[src/rtl/bcd_hms_if.sv]
// bcd_hms_if: control and status bundle between the lab-clock sequencer and the hh:mm:ss counter
interface bcd_hms_if;
  logic tick;
  logic up;
  logic clr;
  logic load;
  logic [23:0] load_val;
  logic [23:0] bcd_out;
  logic tc;
  logic done;
  logic load_err;
  modport master(output tick, up, clr, load, load_val, input bcd_out, tc, done, load_err);
  modport slave(input tick, up, clr, load, load_val, output bcd_out, tc, done, load_err);
endinterface

[src/rtl/bcd_hms_counter.sv]
// bcd_hms_counter: six-digit BCD hh:mm:ss up/down counter with preset, clear and wrap/saturate
module bcd_hms_counter #(
  parameter int HOUR_MAX = 23,
  parameter bit WRAP = 1'b1
) (
  input logic clk,
  input logic rst,
  bcd_hms_if.slave bus
);
  localparam logic [3:0] HM1 = 4'(HOUR_MAX / 10);
  localparam logic [3:0] HM0 = 4'(HOUR_MAX % 10);
  localparam logic [23:0] TOP = {HM1, HM0, 16'h5959};
  localparam logic [23:0] LIM = 24'h995959;
  logic [23:0] r_val;
  logic r_tc, r_done, r_err;
  logic [23:0] w_nxt;
  logic w_bnd, w_legal;
  always_comb begin
    logic c;
    logic [3:0] d, l;
    c = 1'b1;
    w_nxt = r_val;
    w_legal = bus.load_val[7:4] <= 4'd5 && bus.load_val[15:12] <= 4'd5 && bus.load_val[23:16] <= {HM1, HM0};
    for (int i = 0; i < 6; i++) begin
      d = r_val[4*i+:4];
      l = LIM[4*i+:4];
      w_nxt[4*i+:4] = !c ? d : bus.up ? (d == l ? 4'd0 : d + 4'd1) : (d == 4'd0 ? l : d - 4'd1);
      c = c && (bus.up ? d == l : d == 4'd0);
      w_legal = w_legal && bus.load_val[4*i+:4] <= 4'd9;
    end
    w_bnd = bus.up ? r_val == TOP : r_val == 24'd0;
  end
  always_ff @(posedge clk) begin
    if (rst) begin
      r_val <= '0;
      r_tc <= 1'b0;
      r_done <= 1'b0;
      r_err <= 1'b0;
    end else begin
      r_tc <= 1'b0;
      r_err <= 1'b0;
      if (bus.clr) begin
        r_val <= '0;
        r_done <= 1'b0;
      end else if (bus.load) begin
        if (w_legal) begin
          r_val <= bus.load_val;
          r_done <= 1'b0;
        end else r_err <= 1'b1;
      end else if (bus.tick) begin
        if (!w_bnd) begin
          r_val <= w_nxt;
          r_done <= 1'b0;
        end else if (WRAP) begin
          r_val <= bus.up ? 24'd0 : TOP;
          r_tc <= 1'b1;
        end else if (!r_done) begin
          r_tc <= 1'b1;
          r_done <= 1'b1;
        end
      end
    end
  end
  assign bus.bcd_out = r_val;
  assign bus.tc = r_tc;
  assign bus.done = r_done;
  assign bus.load_err = r_err;
endmodule

[src/flat_wrapper.sv]
// flat-port wrapper written by rule: the top's interface ports become plain ports
module bcd_hms_counter_flat 
#(
  parameter int HOUR_MAX = 23,
  parameter bit WRAP = 1'b1
)
  (clk, rst, bus_tick, bus_up, bus_clr, bus_load, bus_load_val, bus_bcd_out, bus_tc, bus_done, bus_load_err);
  bcd_hms_if bus_i ();
  input logic clk;
  input logic rst;
  input wire logic [$bits(bus_i.tick)-1:0] bus_tick;
  input wire logic [$bits(bus_i.up)-1:0] bus_up;
  input wire logic [$bits(bus_i.clr)-1:0] bus_clr;
  input wire logic [$bits(bus_i.load)-1:0] bus_load;
  input wire logic [$bits(bus_i.load_val)-1:0] bus_load_val;
  output wire logic [$bits(bus_i.bcd_out)-1:0] bus_bcd_out;
  output wire logic [$bits(bus_i.tc)-1:0] bus_tc;
  output wire logic [$bits(bus_i.done)-1:0] bus_done;
  output wire logic [$bits(bus_i.load_err)-1:0] bus_load_err;
  assign bus_i.tick = bus_tick;
  assign bus_i.up = bus_up;
  assign bus_i.clr = bus_clr;
  assign bus_i.load = bus_load;
  assign bus_i.load_val = bus_load_val;
  assign bus_bcd_out = bus_i.bcd_out;
  assign bus_tc = bus_i.tc;
  assign bus_done = bus_i.done;
  assign bus_load_err = bus_i.load_err;
  bcd_hms_counter #(.HOUR_MAX(HOUR_MAX), .WRAP(WRAP)) u_core (.clk(clk), .rst(rst), .bus(bus_i));
endmodule
[config.mk]
export PLATFORM = sky130hd
export DESIGN_NAME = bcd_hms_counter_flat
export DESIGN_NICKNAME = d
export VERILOG_FILES = /design/src/rtl/bcd_hms_if.sv /design/src/rtl/bcd_hms_counter.sv /design/src/flat_wrapper.sv
export SDC_FILE = /design/constraint.sdc
export NUM_CORES = 1
export LEC_CHECK = 0
export CAP_MARGIN = 5
export CORE_AREA = 2 2 64 96
export DETAILED_ROUTE_END_ITERATION = 10
export DIE_AREA = 0 0 66 98
export PLACE_DENSITY = 0.77
export SYNTH_ARGS = -nofsm -noshare
export SYNTH_HDL_FRONTEND = slang
export SYNTH_SLANG_ARGS = --single-unit
[constraint.sdc]
create_clock -name clk -period 2.1 [get_ports clk]
set_input_delay 0.21 -clock clk [delete_from_list [all_inputs] [get_ports clk]]
set_output_delay 0.21 -clock clk [all_outputs]
set_load 0.01 [all_outputs]
==> results.sh <==
export IMPL_status="finished with violations"
export IMPL_violations="negative setup slack"
export IMPL_grt_usage=0.2586
export IMPL_r2r_start="u_core.bus.bcd_out[0]"
export IMPL_max_clock_freq_mhz=447.7
export IMPL_netlist_area_um2=2482
export IMPL_drive_gt1_frac=0.2963
export IMPL_yosys_warnings=0
export IMPL_final_setup_skew_ns=0.006070
export IMPL_ant_nets=0
export IMPL_grt_pass1_vias=2882
export IMPL_htreeDepth=1
export IMPL_routed_wl_mm=8.269
export IMPL_syn_inst=338
export IMPL_min_path_type="reg2reg"
export IMPL_clock_path_buffers=2
export IMPL_ys_ff_latch=26
export IMPL_swShare=0.2977
export IMPL_hpwl_mm=6.292
export IMPL_async_flop_share=0
export IMPL_drc=0
export IMPL_powerDensity_nw_per_um2=327.9
export IMPL_first_pass_iters=5
export IMPL_die_w_um=66
export IMPL_n_antenna_cell=0
export IMPL_clk_transition_reported_paths_ns=0.10
export IMPL_holdPathStages=2
export IMPL_synth_edff_count=0
export IMPL_hold_violations=0
export IMPL_p_clk_frac=0.264
export IMPL_die_height_um=98
export IMPL_maxSlewViolCount=0
export IMPL_endpoint_kind="flop"
export IMPL_nNetsFinal=499
export IMPL_hold_end="u_core.bus.bcd_out[5]"
export IMPL_rsz0062_at_grt="true"
export IMPL_avgViaCountPerCell=5.797
export IMPL_p_int_mw=0.8964
export IMPL_drv_cap=0
export IMPL_ys_seq_area_frac=0.2097
export IMPL_area_growth_syn_to_layout_pct=56.80
export IMPL_wl_per_cell_um=15.57
export IMPL_rows=34
export IMPL_num_io_pins=57
export IMPL_gp_congestion=0.8899
export IMPL_worst_ir_drop_vdd_mv=0.2489
export IMPL_grt_max_degree=35
export IMPL_pwr_share_seq=0.396
export IMPL_reg2reg_slack_ns=-0.13
export IMPL_cts_tree="done"
export IMPL_ys_types=70
export IMPL_vias=3078
export IMPL_p_switching_mw=0.3799
export IMPL_clk_latency_ns=0.28
export IMPL_grt_ovfl_total=0
export IMPL_r2r_end="u_core.bus.bcd_out[16]"
export IMPL_final_min_clock_period_ns=2.234
export IMPL_synth_fp_nets=377
export IMPL_crit_type="reg2reg"
export IMPL_antenna_found_initial=0
export IMPL_coreArea_um2=5700
export IMPL_ctsHoldBuffers=0
export IMPL_crit_path_start_kind="flop"
export IMPL_dp_slack_ns=-0.2505
export IMPL_cts_buffers=3
export IMPL_worstPathMaxFanout=6
export IMPL_setup_viol=11
export IMPL_root_buffer="clkbuf_8"
export IMPL_worstHoldStart="u_core.bus.bcd_out[5]"
export IMPL_cts_sinks=26
export IMPL_leakagePower_nw=1.540
export IMPL_finalCritPeriodShare=1.064
export IMPL_dp_cells=519
export IMPL_io_buffers=55
export IMPL_required_ns=2.29
export IMPL_whs_ns=0.5328
export IMPL_ys_flop_type="dfxtp_1"
export IMPL_worst_slack_ns=-0.1337
export IMPL_dieArea_um2=6468
export IMPL_syn_avg_cell_area_um2=7.344
export IMPL_grt_pass1_wl_mm=13.50
export IMPL_reg2reg_depth=8
export IMPL_fin_cells=531
export IMPL_drt_iter0_markers=245
export IMPL_p_comb_frac=0.340
export IMPL_initial_core_util=0.4355
export IMPL_critPathArrivalTime_ns=2.43
[worst max path at each step]
stage | from | endpoint | slack, ns | depth (start not counted)
6_report | u_core.bus.bcd_out[0] | u_core.bus.bcd_out[16] | -0.13 | 8
3_3_place_gp | bus_load_val[22] | u_core.bus.bcd_out[15] | -0.24 | 7
2_1_floorplan | u_core.bus.bcd_out[16] | u_core.bus.bcd_out[13] | -0.03 | 7
4_1_cts | u_core.bus.bcd_out[0] | u_core.bus.bcd_out[16] | -0.15 | 8
3_5_place_dp | bus_load_val[22] | u_core.bus.bcd_out[15] | -0.25 | 7
5_1_grt | u_core.bus.bcd_out[0] | u_core.bus.bcd_out[16] | -0.21 | 8
[layout make-up]
class,count,area (um2)
Multi-Input combinational cell,266,1904
Sequential cell,26,526.8
Clock buffer,4,55.05
Tap cell,72,90.09
Timing Repair Buffer,146,1252
Inverter,17,63.81
Fill cell,474,1808
[flip-flops by register name (all words and copies together) (netlist names)]
signal               cells
u_core.bus.tc            1
u_core.bus.load_err      1
u_core.bus.bcd_out      24
[placed cells by master (no fill, tap or decap), types with 3 or more instances in the layout]
cell type / instances
clkdlybuf4s50_1: 54
and2_1: 3
nand3_1: 19
clkbuf_8: 4
nor2_1: 26
a221o_1: 4
buf_6: 3
nor3_1: 7
nand2b_1: 9
a211oi_1: 13
nand4_1: 8
o21ai_0: 27
buf_4: 87
nor2b_1: 4
dfxtp_1: 23
inv_1: 15
o31ai_1: 3
a31oi_1: 5
a221oi_1: 3
nand2_1: 25
a21oi_1: 19
xnor2_1: 3
nand3b_1: 3
or2_2: 3
or3_1: 4
ha_1: 7
mux2i_1: 6
a221oi_2: 4
[logic make-up (layout without fill, tap and decap cells)]
family                   count (synthesis)  in the layout  share of synthesized area
buffers and inverters                   46            167                    0.08115
flip-flops                              26             26                     0.2097
adder cells (fa/ha/maj)                  9              9                    0.04536
XOR/XNOR                                 5              5                    0.01764
other                                    1              1                   0.001511
AND/OR/NAND/NOR                        132            132                     0.2918
multiplexers                             9              9                    0.04234
AO/OA/AOI/OAI                          110            110                     0.3105
[timing repair]
action,in CTS,in global routing
hold endpoints to repair,0,0
buffers inserted,5,3
setup endpoints to repair,14,21
pin swaps,14,15
gates resized for setup,14,8
[metal layers]
layer,share of wire,global-route usage
met5,0,0
met4,0.026,0.08320
met3,0.049,0.02074
met2,0.52,0.4545
met1,0.40,0.3276
[critical path, stage by stage, from the launching register on]
cell       delay, ns
dfxtp_4         0.37
inv_2           0.06
ha_4            0.12
or3b_4          0.39
a211oi_4        0.28
o2111ai_4       0.20
o21a_4          0.27
or3_1           0.31
a31oi_1         0.15
[stage by stage]
stage	util	cell area, um2	setup TNS, ns	power, mW
3_5_place_dp	0.6431	3666	-2.489	0.9158
3_3_place_gp	0.6431	3666	-2.370	0.9107
4_1_cts	0.6723	3832	-0.8683	1.262
5_1_grt	0.6828	3892	-1.548	1.331
6_report	0.6828	3892	-0.4570	1.276
2_1_floorplan	-	2532	-0.1033	0.7141
[synth_stat cells, types with 2 or more instances]
cell | count | area share
mux2i_1 | 6 | 0.024
a22oi_1 | 2 | 0.0060
nand3b_1 | 3 | 0.0091
a221o_1 | 4 | 0.016
nand4_1 | 8 | 0.020
nand3_1 | 20 | 0.040
ha_1 | 9 | 0.045
dfxtp_1 | 26 | 0.21
nor3_1 | 7 | 0.014
o22ai_1 | 2 | 0.0050
a21oi_1 | 19 | 0.038
o211a_1 | 2 | 0.0081
xnor2_1 | 3 | 0.011
buf_1 | 4 | 0.0060
buf_2 | 2 | 0.0040
nor2_1 | 26 | 0.039
o211ai_1 | 2 | 0.0060
o221ai_1 | 2 | 0.0071
nor2b_1 | 4 | 0.010
xor2_1 | 2 | 0.0071
a21o_1 | 2 | 0.0060
nor4_1 | 4 | 0.010
o21ai_0 | 27 | 0.054
a311oi_1 | 2 | 0.0071
a2bb2oi_1 | 2 | 0.0071
nand2_1 | 25 | 0.038
o21a_1 | 2 | 0.0060
and2_1 | 4 | 0.010
a221oi_1 | 7 | 0.025
clkbuf_1 | 19 | 0.029
or3_1 | 4 | 0.010
inv_1 | 17 | 0.026
a31oi_1 | 5 | 0.013
o31ai_1 | 3 | 0.0091
a211oi_1 | 13 | 0.039
buf_6 | 3 | 0.014
nand2b_1 | 10 | 0.025
nand4b_1 | 2 | 0.0071
or2_2 | 3 | 0.0076
[power groups by stage]
stage / sequential (mW) / combinational, mW / clock, mW
2_1_floorplan: 0.521 / 0.193 / 0
3_3_place_gp: 0.516 / 0.394 / 0
3_5_place_dp: 0.517 / 0.399 / 0
4_1_cts: 0.505 / 0.420 / 0.337
5_1_grt: 0.506 / 0.469 / 0.355
6_report: 0.506 / 0.434 / 0.337
Note: power is estimated with default switching activity, not from simulation.
